**config.mk**
```make
export PLATFORM = sky130hd
export DESIGN_NAME = branch_resolver_flat
export DESIGN_NICKNAME = d
export VERILOG_FILES = /design/src/rtl/branch_pkg.sv /design/src/rtl/branch_resolver_if.sv /design/src/rtl/pred_fifo.sv /design/src/rtl/branch_resolver.sv /design/src/flat_wrapper.sv
export SDC_FILE = /design/constraint.sdc
export NUM_CORES = 1
export LEC_CHECK = 0
export CORE_UTILIZATION = 52
export CTS_BUF_LIST = sky130_fd_sc_hd__clkbuf_4 sky130_fd_sc_hd__clkbuf_8
export CTS_CLUSTER_DIAMETER = 60
export DETAILED_ROUTE_END_ITERATION = 7
export HOLD_SLACK_MARGIN = 0.06
export PLACE_DENSITY_LB_ADDON = 0.3
export SYNTH_ARGS = -nofsm -noshare
export SYNTH_HDL_FRONTEND = slang
export SYNTH_SLANG_ARGS = --single-unit
```
**constraint.sdc**
```tcl
create_clock -name clock -period 7 [get_ports clock]
set_clock_uncertainty 0.2 [all_clocks]
set_input_delay 1.4 -clock clock [delete_from_list [all_inputs] [get_ports clock]]
set_output_delay 1.4 -clock clock [all_outputs]
set_load 0.005 [all_outputs]
```
**src/rtl/branch_pkg.sv**
```systemverilog
// Shared types for the branch predictor / resolver pair: queued prediction record
// and the 2-bit saturating counter encodings.
package branch_pkg;

   localparam int PC_W = 32;

   localparam logic [1:0] SNT = 2'b00;
   localparam logic [1:0] WNT = 2'b01;
   localparam logic [1:0] WT  = 2'b10;
   localparam logic [1:0] ST  = 2'b11;

   typedef struct packed {
      logic            taken;
      logic [PC_W-1:0] target;
      logic [PC_W-1:0] fallthru;
   } pred_entry_t;

endpackage

```
**src/rtl/branch_resolver_if.sv**
```systemverilog
// Fetch/execute-facing bus of the branch resolver.
// master = fetch + execute side, slave = resolver.
interface branch_resolver_if #(
   parameter int DEPTH = 4
);
   import branch_pkg::*;

   logic                     push_valid;
   logic                     push_ready;
   logic                     push_taken;
   logic [PC_W-1:0]          push_target;
   logic [PC_W-1:0]          push_fallthru;
   logic                     res_valid;
   logic                     res_taken;
   logic [PC_W-1:0]          res_target;
   logic                     upd_en;
   logic                     upd_decision;
   logic                     mispredict;
   logic [PC_W-1:0]          redirect_pc;
   logic [$clog2(DEPTH):0]   count;
   logic                     protocol_err;

   modport master (
      output push_valid, push_taken, push_target, push_fallthru,
      output res_valid, res_taken, res_target,
      input  push_ready, upd_en, upd_decision, mispredict, redirect_pc,
      input  count, protocol_err
   );

   modport slave (
      input  push_valid, push_taken, push_target, push_fallthru,
      input  res_valid, res_taken, res_target,
      output push_ready, upd_en, upd_decision, mispredict, redirect_pc,
      output count, protocol_err
   );
endinterface

```
**src/rtl/pred_fifo.sv**
```systemverilog
// In-order queue of predictions; flush empties it and wins over a same-edge push.
// Latency: head reflects a push on the next cycle. Backpressure: caller must not push when full.
// Storage is unreset; only pointers and count are cleared.
module pred_fifo
   import branch_pkg::*;
#(
   parameter int DEPTH = 4
) (
   input  logic                   clock,
   input  logic                   clear,
   input  logic                   push,
   input  logic                   pop,
   input  logic                   flush,
   input  pred_entry_t            din,
   output pred_entry_t            head,
   output logic [$clog2(DEPTH):0] count
);
   localparam int AW = $clog2(DEPTH);

   pred_entry_t    mem [DEPTH];
   logic [AW-1:0]  wp;
   logic [AW-1:0]  rp;

   always_ff @(posedge clock) begin
      if (push && !flush)
         mem[wp] <= din;
   end

   always_ff @(posedge clock or posedge clear) begin
      if (clear) begin
         wp    <= '0;
         rp    <= '0;
         count <= '0;
      end else if (flush) begin
         wp    <= '0;
         rp    <= '0;
         count <= '0;
      end else begin
         if (push) wp <= wp + AW'(1);
         if (pop)  rp <= rp + AW'(1);
         count <= count + (AW+1)'(push) - (AW+1)'(pop);
      end
   end

   assign head = mem[rp];
endmodule

```
**src/rtl/branch_resolver.sv**
```systemverilog
// Checks each executed branch against its queued prediction; trains predictor, redirects on miss.
// Latency: update/mispredict/redirect registered, one cycle after res_valid.
// Backpressure: push_ready low when full or during a mispredict pulse; a missing resolve flushes.
module branch_resolver
   import branch_pkg::*;
#(
   parameter int DEPTH = 4
) (
   input  logic               clock,
   input  logic               clear,
   branch_resolver_if.slave   bus
);
   localparam int CW = $clog2(DEPTH) + 1;

   pred_entry_t     head;
   pred_entry_t     din;
   logic [CW-1:0]   fifo_count;
   logic            push_acc;
   logic            res_acc;
   logic            miss;

   assign din        = '{taken: bus.push_taken, target: bus.push_target, fallthru: bus.push_fallthru};
   assign bus.push_ready = (fifo_count < CW'(DEPTH)) && !bus.mispredict;
   assign push_acc   = bus.push_valid && bus.push_ready;
   // A resolve against an empty queue has no prediction to check and is dropped.
   assign res_acc    = bus.res_valid && (fifo_count != '0);
   assign miss       = (head.taken != bus.res_taken) ||
                       (head.taken && bus.res_taken && (head.target != bus.res_target));

   pred_fifo #(.DEPTH(DEPTH)) u_fifo (
      .clock (clock),
      .clear (clear),
      .push  (push_acc),
      .pop   (res_acc),
      .flush (res_acc && miss),
      .din   (din),
      .head  (head),
      .count (fifo_count)
   );

   assign bus.count = fifo_count;

   always_ff @(posedge clock or posedge clear) begin
      if (clear) begin
         bus.upd_en       <= 1'b0;
         bus.upd_decision <= 1'b0;
         bus.mispredict   <= 1'b0;
         bus.redirect_pc  <= '0;
         bus.protocol_err <= 1'b0;
      end else begin
         bus.upd_en       <= res_acc;
         bus.upd_decision <= res_acc && bus.res_taken;
         bus.mispredict   <= res_acc && miss;
         if (res_acc && miss)
            bus.redirect_pc <= bus.res_taken ? bus.res_target : head.fallthru;
         else
            bus.redirect_pc <= '0;
         if (bus.res_valid && (fifo_count == '0))
            bus.protocol_err <= 1'b1;
      end
   end
endmodule

```
**src/flat_wrapper.sv**
```systemverilog
// flat-port wrapper written by rule: the top's interface ports become plain ports
module branch_resolver_flat import branch_pkg::*;
#(
   parameter int DEPTH = 4
)
  (clock, clear, bus_push_valid, bus_push_taken, bus_push_target, bus_push_fallthru, bus_res_valid, bus_res_taken, bus_res_target, bus_push_ready, bus_upd_en, bus_upd_decision, bus_mispredict, bus_redirect_pc, bus_count, bus_protocol_err);
  branch_resolver_if #(.DEPTH(DEPTH)) bus_i ();
  input  logic clock;
  input  logic clear;
  input wire logic [$bits(bus_i.push_valid)-1:0] bus_push_valid;
  input wire logic [$bits(bus_i.push_taken)-1:0] bus_push_taken;
  input wire logic [$bits(bus_i.push_target)-1:0] bus_push_target;
  input wire logic [$bits(bus_i.push_fallthru)-1:0] bus_push_fallthru;
  input wire logic [$bits(bus_i.res_valid)-1:0] bus_res_valid;
  input wire logic [$bits(bus_i.res_taken)-1:0] bus_res_taken;
  input wire logic [$bits(bus_i.res_target)-1:0] bus_res_target;
  output wire logic [$bits(bus_i.push_ready)-1:0] bus_push_ready;
  output wire logic [$bits(bus_i.upd_en)-1:0] bus_upd_en;
  output wire logic [$bits(bus_i.upd_decision)-1:0] bus_upd_decision;
  output wire logic [$bits(bus_i.mispredict)-1:0] bus_mispredict;
  output wire logic [$bits(bus_i.redirect_pc)-1:0] bus_redirect_pc;
  output wire logic [$bits(bus_i.count)-1:0] bus_count;
  output wire logic [$bits(bus_i.protocol_err)-1:0] bus_protocol_err;
  assign bus_i.push_valid = bus_push_valid;
  assign bus_i.push_taken = bus_push_taken;
  assign bus_i.push_target = bus_push_target;
  assign bus_i.push_fallthru = bus_push_fallthru;
  assign bus_i.res_valid = bus_res_valid;
  assign bus_i.res_taken = bus_res_taken;
  assign bus_i.res_target = bus_res_target;
  assign bus_push_ready = bus_i.push_ready;
  assign bus_upd_en = bus_i.upd_en;
  assign bus_upd_decision = bus_i.upd_decision;
  assign bus_mispredict = bus_i.mispredict;
  assign bus_redirect_pc = bus_i.redirect_pc;
  assign bus_count = bus_i.count;
  assign bus_protocol_err = bus_i.protocol_err;
  branch_resolver #(.DEPTH(DEPTH)) u_core (.clock(clock), .clear(clear), .bus(bus_i));
endmodule
```
==> results.md, run 1 <==
* Status: complete, but fails checks
* Violated checks: DRC
* Setup slack at placement at 2.19 ns
* Yosys cell types at 29
* CP Launch Type: flip-flop
* Fin. Hold Viols at 0
* Pleak at a little under 5 nW
* Clock Pin Slew Worst Setup and Hold Paths at roughly 0.060 ns
* Switch share at 26.7%
* DRC Markers at 11
* VDD IR-drop max at between 150 and 200 µV
* Worst EP arrival at 4.66 ns
* Core ar. at 22,000 µm²
* Power per cell area at 345 nW/µm²
* Slowest CP cell: dfrtp_4
* Setup TNS at 0 ns
* CP peak stage delay at around 1.2 ns
* Buffers and inverters on the worst path at 3
* Diode count at 0
* Crit-path cells: buf_4 -> mux4_2 -> xnor2_1 -> nand4_1 -> nor4_2 -> a211oi_1 -> buf_4 -> nor3_2 -> buf_4
* First-pass GRT wire length at 36,400 µm
* Slew Viols, Final at 0
* Final WL at between 20,000 and 25,000 µm
* FMAX at 213 MHz
* Hold wc startpoint: u_core.bus.protocol_err
* Syn Inst Count at 558
* Final setup viols at 0
* Postcts setup bufs at 0
* Final design area excluding fillers at 14,400 µm²
* Final #Nets at roughly 840
* Synth Area in Compound Gates at less than 1%
* Reg-to-Reg Start: u_core.u_fifo.rp[0]
* Largest net degree at the start of global routing at 66
* Slew at the pin closest to its max-slew limit at 1.10 ns
* Xor/xnor share of the synthesized area at 2.69%
* Initial antenna violation count at 0
* Clock group share of total power at 29.1%
* Sequential Power Share at 48.0%
* Register-to-Register Setup Slack at 2.29 ns
* Mean routed wirelength per cell at 22.6 µm
* Most frequent cells in the layout: edfxtp_1 (260), clkdlybuf4s50_1 (140), mux4_2 (65), clkbuf_8 (53), dfrtp_1 (41)
* Final min period at 4.71 ns
* DRT antenna net count at 0
* Syn_area_per_cell at 21.0 µm²
* Comb power frac at 22.9%
* Power Internal at ~3.6 mW
* Mapped cell area at 11,700 µm²
* Via count at 5,969
* Starting Density at 53.4%
* Hold Path End: u_core.bus.protocol_err
* Max cap viols at 0
* Most frequent CP cell: buf_4
* Die Wd at between 150 and 200 µm
* Die height at between 150 and 200 µm
* Hold Crit Depth at 1
* Number of global-route vias before repair at 6,375
* CTS max path bufs at 3
* CTS resizes at 0
* Final WS setup at 2.29 ns
* Via density at 5.72
* Clock Latency Late Sink at 0.55 ns
* Crit Reg-Reg Endpoint: u_core.u_fifo.mem[1][20]
* Die Footprint at 23,200 µm²
* RSZ-0062 raised after global routing: no
* Pre-antenna DRT Iters at 7
* Initial DRC Count at 462
* Hold/Removal Path Class: flip-flop to flip-flop
* Gr ovfl total at 0
* Area Growth Syn to Fin at 22.6%
* Critical path class: flip-flop to flip-flop
* Final Cycle Share at 67.2%
* Psw at about 1.3 mW
* Critical path's top delay family: buffers and inverters
* Hold Buf Count CTS at 0
* Largest family of logic cells by synthesized area: multiplexers
* Mux contribution to synthesized area at 15.2%
* Clk sink count at between 300 and 400
* Post-Synth Adder-Cell Area at 0.918%
* Synthesized Nets at 668
* Total Routing Usage GR at 21.3%
* CTS tree: built
* CP Capture Type: flip-flop
* Buffers on Ports at 141
* Synth warn at 0
* Critical path peak fanout at 65
* Register-to-Register Path Depth at 9
* Cell Area, Placed at ~13,000 µm²
* CP required at 6.96 ns
* Layout cells sized above 1 at 22.0%
* Row count at 54
* Simple-Gate Fraction of Synth Area at 3.47%
* Root Driver: clkbuf_8
* Num ports at 142
* Seq/Total Area, Yosys at 75.8%
* HPWL after DPL at approximately 14,000 µm
* Worst slew margin at between 20% and 30%
* GPL Wtd Cong at 0.739
* H-tree depth at 2
* Commonest non-fill, non-tap cell in the layout: edfxtp_1
* Synth Register Bits at 303
* TritonCTS Buffers at 47
flip-flops by register name, summed over array words and instances (netlist names):
register,flops
u_core.bus.mispredict,1
u_core.bus.upd_decision,1
u_core.u_fifo.wp,2
u_core.bus.protocol_err,1
u_core.u_fifo.count,3
u_core.u_fifo.mem,260
u_core.bus.upd_en,1
u_core.bus.redirect_pc,32
u_core.u_fifo.rp,2
kinds of logic after synthesis:
logic type / after synthesis
AO/OA/AOI/OAI: 5
XOR/XNOR: 36
adder cells (fa/ha/maj): 8
buffers and inverters: 41
flip-flops: 303
multiplexers: 97
AND/OR/NAND/NOR: 68
how the worst max path moves through the flow:
stage	startpoint	endpoint	slack (ns)	cells past startpoint
after CTS	u_core.u_fifo.rp[0]	u_core.u_fifo.mem[1][2]	2.18	9
final	u_core.u_fifo.rp[0]	u_core.u_fifo.mem[1][20]	2.29	9
after floorplan	u_core.u_fifo.rp[0]	u_core.u_fifo.mem[0][0]	-0.67	8
after detailed placement	u_core.u_fifo.rp[0]	u_core.u_fifo.mem[1][20]	2.19	9
after global placement	u_core.u_fifo.rp[0]	u_core.u_fifo.mem[0][13]	2.30	9
after global routing	u_core.u_fifo.rp[0]	u_core.u_fifo.mem[3][10]	1.91	9
synth_stat cells (all sizes together):
cell type	n	area [µm²]
or2	1	6.26
a211oi	1	7.51
a21o	1	7.51
a21oi	2	10.0
buf	20	115
clkbuf	13	48.8
xnor2	34	298
xor2	2	17.5
inv	8	30.0
nor2	3	11.3
nand4	8	50.1
nor4	34	225
fa	1	20.0
mux4	65	1460
nor3	10	50.1
nand2b	1	6.26
nor3b	1	7.51
o41ai	1	8.76
nand2	6	22.5
edfxtp	260	7810
ha	7	87.6
and2	3	18.8
and3b	1	8.76
dfrtp	43	1080
mux2i	32	320
per-stage QoR:
step,utilization [%],hold WS [ns],power [mW],std cells
2_1_floorplan,-,0.251,3.13,558
3_3_place_gp,61.2,0.240,3.52,956
3_5_place_dp,61.2,0.257,3.57,956
4_1_cts,65.5,0.271,5.01,1043
5_1_grt,65.5,0.284,5.18,1043
6_report,65.5,0.267,4.96,1043
final cells by class:
| class | instances | area [µm²] |
|---|---|---|
| flip-flops and latches | 303 | 8890 |
| fillers | 1410 | 7590 |
| clock inverters | 14 | 65.1 |
| multi-input cells | 214 | 2680 |
| inverters | 8 | 30.0 |
| well taps | 280 | 350 |
| repair buffers | 151 | 1480 |
| clock buffers | 73 | 880 |
power by group through the flow:
stage / Combinational (mW) / Clock, mW / Sequential [mW]
floorplan: 0.789 / 0 / 2.34
global placement: 1.12 / 0 / 2.40
detailed placement: 1.15 / 0 / 2.42
CTS: 1.15 / 1.47 / 2.39
global route: 1.22 / 1.55 / 2.41
finish: 1.13 / 1.44 / 2.38
layer usage:
metal | part of all wire [%] | wire [µm] | up-vias | track usage (%)
met2 | 50 | 11800 | 241 | 35.2
met3 | 6.9 | 1630 | 35 | 4.35
met4 | 1.9 | 443 | 0 | 6.85
met1 | 41 | 9710 | 3071 | 28.6
li1 | - | - | 2622 | -
met5 | 0 | 0 | - | 0
Power figures use the tool's default switching activity.
==> run 2: changes to the inputs <==
Clock period 7 ns to 4.1 ns, I/O delays scaled along.
==> run 2 against run 1 <==
Effect of this change:
- the flow still finishes with violations (DRC)
- routed wire length increased by 6.9%
- hold slack lost 0.013 ns
- sequential share of layout area down 1.1 points
- combinational power up 93%
- design area grew 1.9%
- power increased by 75%
- critical path type unchanged
- core utilization increased by 1.2 points
- register-to-register slack got worse by 2.0 ns
==> results.md, run 2 (synthesis results as in run 1) <==
* Status: complete, but fails checks (unchanged)
* Violated checks: DRC (unchanged)
* Layout cells sized above 1 at 23.7% (was 22.0%)
* Hold Buf Count CTS at 0 (unchanged)
* HPWL after DPL at 16,100 µm (was 14,400 µm)
* Num ports at 142 (unchanged)
* DRT antenna net count at 0 (unchanged)
* Root Driver: clkbuf_8 (unchanged)
* Initial antenna violation count at 2 (was 0)
* Crit Reg-Reg Endpoint: u_core.u_fifo.mem[1][40] (was u_core.u_fifo.mem[1][20])
* RSZ-0062 raised after global routing: no (unchanged)
* Hold/Removal Path Class: flip-flop to flip-flop (unchanged)
* Commonest non-fill, non-tap cell in the layout: edfxtp_1 (unchanged)
* CTS resizes at 0 (unchanged)
* Via density at 5.76 (was 5.72)
* Area Growth Syn to Fin at 24.9% (was 22.6%)
* Reg-to-Reg Start: u_core.u_fifo.rp[0] (unchanged)
* Register-to-Register Setup Slack at 0.33 ns (was 2.29 ns)
* Final setup viols at 0 (unchanged)
* Fillers at 1,377 (was 1,410)
* FMAX at 265 MHz (was 213 MHz)
* H-tree depth at 2 (unchanged)
* Row count at 54 (unchanged)
* CTS tree: built (unchanged)
* Cell Area, Placed at 13,600 µm² (was 13,400 µm²)
* Buffers on Ports at 141 (unchanged)
* Pleak at 4.95 nW (was 4.85 nW)
* CP required at 4.10 ns (was 6.96 ns)
* Initial DRC Count at 393 (was 462)
* Slew Viols, Final at 0 (unchanged)
* Clock Latency Late Sink at 0.55 ns (about the same)
* Die Footprint at 23,200 µm² (unchanged)
* Critical path class: flip-flop to flip-flop (unchanged)
* CP Launch Type: flip-flop (unchanged)
* DP Cell Count at 967 (was 956)
* Worst slew margin at 48.2% (was 27.0%)
* Worst EP arrival at 3.77 ns (was 4.66 ns)
* Pre-antenna DRT Iters at 8 (was 7)
* Total Routing Usage GR at 22.6% (was 21.3%)
* Clock Pin Slew Worst Setup and Hold Paths at 0.06 ns (about the same)
* Number of flip-flops under the largest register name at 260 (unchanged)
* Largest register by flop count: u_core.u_fifo.mem (unchanged)
* Mean routed wirelength per cell at 23.8 µm (was 22.6 µm)
* Die Wd at 152 µm (unchanged)
* Number of global-route vias before repair at 6,648 (was 6,375)
* Register-to-Register Path Depth at 8 (was 9)
* Worst Setup SP: u_core.u_fifo.rp[0] (unchanged)
* Register Area at 8890 µm² (unchanged)
* First-pass GRT wire length at 38,700 µm (was 36,400 µm)
* Hold WS at 0.253 ns (was 0.267 ns)
* Fin. Hold Viols at 0 (unchanged)
* Gr ovfl total at 0 (unchanged)
* Setup TNS at 0 ns (unchanged)
* Critical path peak fanout at 58 (was 65)
* CP Capture Type: flip-flop (unchanged)
* Final #Nets at 848 (was 835)
* Via count at 6,098 (was 5,969)
* Final min period at 3.77 ns (was 4.71 ns)
* CP endpoint: u_core.u_fifo.mem[1][40] (was u_core.u_fifo.mem[1][20])
* VDD IR-drop max at 290 µV (was 161 µV)
* Max cap viols at 0 (unchanged)
* Slew at the pin closest to its max-slew limit at 0.776 ns (was 1.10 ns)
* Core ar. at 22,000 µm² (unchanged)
* Clk sink count at 303 (unchanged)
* TritonCTS Buffers at 49 (was 47)
* Postcts setup bufs at 0 (unchanged)
* Biggest regs: u_core.u_fifo.mem (260), u_core.bus.redirect_pc (32), u_core.u_fifo.count (3) (unchanged)
* Final WL at 25,200 µm (was 23,600 µm)
* DRC Markers at 18 (was 11)
* Most frequent cells in the layout: edfxtp_1 (260), clkdlybuf4s50_1 (140), mux4_2 (65), clkbuf_8 (57), dfrtp_1 (41) (was edfxtp_1 (260), clkdlybuf4s50_1 (140), mux4_2 (65), clkbuf_8 (53), dfrtp_1 (41))
* GPL Wtd Cong at 0.803 (was 0.739)
* Starting Density at 53.4% (unchanged)
* Total power at 8.69 mW (was 4.96 mW)
* Final non-filler cell total at 1,058 (was 1,043)
* Largest net degree at the start of global routing at 67 (was 66)
* Power per cell area at 594 nW/µm² (was 345 nW/µm²)
* CTS max path bufs at 3 (unchanged)
* Final design area excluding fillers at 14,600 µm² (was 14,400 µm²)
* Final Cycle Share at 92.0% (was 67.2%)
* Die height at 152 µm (unchanged)
* Area of the multi-input gates at 2710 µm² (was 2680 µm²)
run 2: power by group:
part | switching (mW) | leakage [nW] | internal (mW)
Sequential | 0.150 | 2.92 | 3.79
Combinational | 1.05 | 1.49 | 1.12
Clock | 1.12 | 0.540 | 1.46
run 2: layout make-up:
cell class / instances / share of cell area, %
Antenna cell: 1 / 0.0171
Clock buffer: 78 / 6.43
Clock inverter: 12 / 0.385
Inverter: 8 / 0.205
Multi-Input combinational cell: 214 / 18.5
Sequential cell: 303 / 60.7
Tap cell: 280 / 2.39
Timing Repair Buffer: 162 / 11.4
run 2: how the worst min path moves through the flow:
stage                            start                 endpoint  slack (ns)  cells past startpoint
2_1_floorplan  u_core.bus.protocol_err  u_core.bus.protocol_err        0.25                      1
3_3_place_gp   u_core.bus.protocol_err  u_core.bus.protocol_err        0.24                      1
3_5_place_dp   u_core.bus.protocol_err  u_core.bus.protocol_err        0.25                      1
4_1_cts        u_core.bus.protocol_err  u_core.bus.protocol_err        0.26                      1
5_1_grt        u_core.bus.protocol_err  u_core.bus.protocol_err        0.30                      1
6_report       u_core.bus.protocol_err  u_core.bus.protocol_err        0.25                      1
run 2: critical path, stage by stage, from the launching register on:
cell,delay (ns)
dfrtp_4,0.62
buf_12,0.27
mux4_2,0.54
xnor2_1,0.18
nand4_1,0.20
nor4_2,0.43
a211oi_2,0.26
nor3_4,0.30
buf_12,0.33
run 2: routing by layer:
metal,GRT usage (%),part of all wire (%),up-vias
li1,-,-,2659
met1,30.1,41,3172
met2,37.7,50,228
met3,5.60,7.0,37
met4,5.54,1.3,2
met5,0,0.044,-
run 2: through the flow:
| stage | util [%] | worst slack (ns) |
|---|---|---|
| finish | 66.7 | 0.328 |
| global route | 66.7 | 0.0874 |
| CTS | 66.7 | 0.311 |
| detailed placement | 62.1 | 0.313 |
| global placement | 62.1 | 0.380 |
| floorplan | - | -0.142 |
==> run 3: changes to the inputs <==
Settings changed: CORE_MARGIN set to 1.5, HOLD_SLACK_MARGIN 0.06 to 0.05.
Clock period 4.1 ns to 3.15 ns, I/O delays scaled along.
==> run 3 against run 2 <==
Effect of this change:
- the run ends with DRC, setup timing left
- sequential power is 30% higher
- critical path depth is 4 higher
- register-to-register slack worse by 0.68 ns
- clock power up 30%
- maximum frequency grew 7.7%
- via count rose by 11%
- non-clock buffer count grew 93
- design area is 10% higher
- combinational power rose by 77%
- hold slack better by 0.0075 ns
- critical path type unchanged
==> results.md, run 3 (synthesis results as in run 1) <==
* Most frequent CP cell: buf_12 (unchanged)
* VDD IR-drop max at 420 µV (was 290 µV)
* HPWL after DPL at 17,700 µm (was 16,100 µm)
* Clk sink count at 303 (unchanged)
* Via count at 6,756 (was 6,098)
* Final WL at 30,400 µm (was 25,200 µm)
* Critical path class: flip-flop to flip-flop (unchanged)
* H-tree depth at 2 (unchanged)
* CP Capture Type: flip-flop (unchanged)
* M3 GR Usage at 5.59% (was 5.60%)
* Commonest non-fill, non-tap cell in the layout: edfxtp_1 (unchanged)
* Hold Buf Count CTS at 0 (unchanged)
* CP peak stage delay at 0.50 ns (was 0.62 ns)
* Critical path peak fanout at 8 (was 58)
* Final WS setup at -0.351 ns (was 0.328 ns)
* Status: complete, but fails checks (unchanged)
* First-pass GRT wire length at 42,600 µm (was 38,700 µm)
* Core ar. at 22,000 µm² (unchanged)
* Crit-path cells: buf_12 -> buf_16 -> buf_12 -> mux4_2 -> xnor2_2 -> nand4_1 -> nor4_2 -> buf_4 -> a211oi_4 -> nor3_4 -> buf_12 -> clkbuf_16 (was buf_12 -> mux4_2 -> xnor2_1 -> nand4_1 -> nor4_2 -> a211oi_2 -> nor3_4 -> buf_12)
* Pleak at 5.67 nW (was 4.95 nW)
* Worst EP arrival at 3.57 ns (was 3.77 ns)
* Number of global-route vias before repair at 7,105 (was 6,648)
* Register-to-Register Setup Slack at -0.35 ns (was 0.33 ns)
* Largest net degree at the start of global routing at 35 (was 67)
* Final setup viols at 293 (was 0)
* CP required at 3.21 ns (was 4.10 ns)
* Via density at 5.90 (was 5.76)
* Slew at the pin closest to its max-slew limit at 0.702 ns (was 0.776 ns)
* Power per cell area at 761 nW/µm² (was 594 nW/µm²)
* Max cap viols at 0 (unchanged)
* DRT antenna net count at 0 (unchanged)
* Register-to-Register Path Depth at 12 (was 8)
* Initial antenna violation count at 0 (was 2)
* Most frequent cells in the layout: edfxtp_1 (260), clkdlybuf4s50_1 (140), mux4_2 (65), clkbuf_8 (55), buf_4 (53) (was edfxtp_1 (260), clkdlybuf4s50_1 (140), mux4_2 (65), clkbuf_8 (57), dfrtp_1 (41))
* Crit Reg-Reg Endpoint: u_core.u_fifo.mem[1][18] (was u_core.u_fifo.mem[1][40])
* RSZ-0062 raised after global routing: yes (was no)
* Worst slew margin at 53.2% (was 48.2%)
* Final min period at 3.50 ns (was 3.77 ns)
* CTS tree: built (unchanged)
* Slew Viols, Final at 0 (unchanged)
* Gr ovfl total at 0 (unchanged)
* Root Driver: clkbuf_8 (unchanged)
* Die Wd at 153 µm (was 152 µm)
* Num ports at 142 (unchanged)
* Setup slack at placement at -0.322 ns (was 0.313 ns)
* Area Growth Syn to Fin at 37.9% (was 24.9%)
* Clock Pin Slew Worst Setup and Hold Paths at 0.06 ns (about the same)
* Die height at 153 µm (was 152 µm)
* Mean routed wirelength per cell at 26.5 µm (was 23.8 µm)
* CTS max path bufs at 3 (unchanged)
* Fin. Hold Viols at 0 (unchanged)
* Number of flip-flops under the largest register name at 260 (unchanged)
* DRC Markers at 7 (was 18)
* Total Routing Usage GR at 24.9% (was 22.6%)
* Pre-antenna DRT Iters at 7 (was 8)
* Final #Nets at 939 (was 848)
* Hold WS at 0.261 ns (was 0.253 ns)
* FMAX at 286 MHz (was 265 MHz)
* Setup TNS at -81.16 ns (was 0 ns)
* Violated checks: DRC, setup timing (was DRC)
* Largest register by flop count: u_core.u_fifo.mem (unchanged)
* Gr busiest metal: met2 (unchanged)
* Buffers on Ports at 141 (unchanged)
* Layout cells sized above 1 at 33.3% (was 23.7%)
* Met2 usage at 41.8% (was 37.7%)
* Starting Density at 53.4% (unchanged)
* Row count at 54 (unchanged)
* Final Cycle Share at 111% (was 92.0%)
* Initial DRC Count at 562 (was 393)
* Reg-to-Reg Start: u_core.u_fifo.rp[0] (unchanged)
* GPL Wtd Cong at 0.809 (was 0.803)
* M1 GR Usage at 32.9% (was 30.1%)
* CP Launch Type: flip-flop (unchanged)
* Die Footprint at 23,500 µm² (was 23,200 µm²)
* Clock Latency Late Sink at 0.56 ns (was 0.55 ns)
* Slowest CP cell: dfrtp_4 (unchanged)
* TritonCTS Buffers at 47 (was 49)
* Diode count at 0 (was 1)
* Biggest regs: u_core.u_fifo.mem (260), u_core.bus.redirect_pc (32), u_core.u_fifo.count (3) (unchanged)
* Hold/Removal Path Class: primary input to asynchronous set/reset pin (was flip-flop to flip-flop)
==> run 3: changes by cell type in the layout (fill, tap and decap cells not counted), sizes merged <==
| cell | before | now |
|---|---|---|
| buf | 22 | 99 |
| clkbuf | 78 | 87 |
| bufbuf | 0 | 1 |
| bufinv | 0 | 1 |
| clkinv | 11 | 12 |
| clkinvlp | 0 | 1 |
| diode | 1 | 0 |
| inv | 9 | 8 |
==> run 3: cell type report <==
type                       instances  area (µm²)
clock buffer                      72         885
clock inverter                    14        91.3
fill                            1212        5790
inverter                           8        30.0
multi-input combinational        214        2860
sequential                       303        8890
tap                              280         350
timing repair buffer             255        3070
==> run 3: power by group <==
group          switching, mW  leakage [nW]  total (mW)  internal [mW]
registers              0.171          2.92        5.11           4.94
logic                   1.74          2.23        3.86           2.12
clock network           1.46         0.516        3.34           1.87
==> run 3: critical path, delay by kind of cell (launching register included) <==
| family | cells | cell delay [ns] |
|---|---|---|
| AOI/OAI and AO/OA | 1 | 0.11 |
| xor gates and xnor gates | 1 | 0.18 |
| and+or+nand+nor | 3 | 0.77 |
| DFF | 1 | 0.50 |
| buffers and inverters | 6 | 0.99 |
| muxes | 1 | 0.44 |
==> run 3: routing by layer <==
layer  vias up  wire length (µm)
li1       2849                 -
met1      3451             11500
met2       399             15500
met3        57              2730
met4         0               638
met5         -                 0
==> run 3: timing repair <==
item                       CTS  global route
buffers inserted            16            12
hold endpoints to repair     0             0
gates resized for setup     24            43
setup endpoints to repair  267           296
gates cloned                 6            19
pin swaps                    8             8
==> run 3: worst max path at each step <==
stage	start	to	slack [ns]
after floorplan	u_core.u_fifo.rp[0]	u_core.u_fifo.mem[0][0]	-1.09
after global placement	u_core.u_fifo.rp[0]	u_core.u_fifo.mem[1][13]	-0.31
after detailed placement	u_core.u_fifo.rp[0]	u_core.u_fifo.mem[0][7]	-0.32
after CTS	u_core.u_fifo.rp[0]	u_core.u_fifo.mem[2][64]	-0.21
after global routing	u_core.u_fifo.rp[0]	u_core.u_fifo.mem[0][1]	-0.47
final	u_core.u_fifo.rp[0]	u_core.u_fifo.mem[1][18]	-0.35
==> run 3: through the flow <==
| step | area [µm²] | utilization, % | std cells | total power, mW |
|---|---|---|---|---|
| global placement | 14200 | 64.5 | 1013 | 8.28 |
| CTS | 15600 | 71.0 | 1121 | 12.0 |
| global route | 16200 | 73.6 | 1146 | 12.8 |
| finish | 16200 | 73.6 | 1146 | 12.3 |
| detailed placement | 14200 | 64.5 | 1013 | 8.37 |
| floorplan | 11800 | - | 558 | 6.98 |
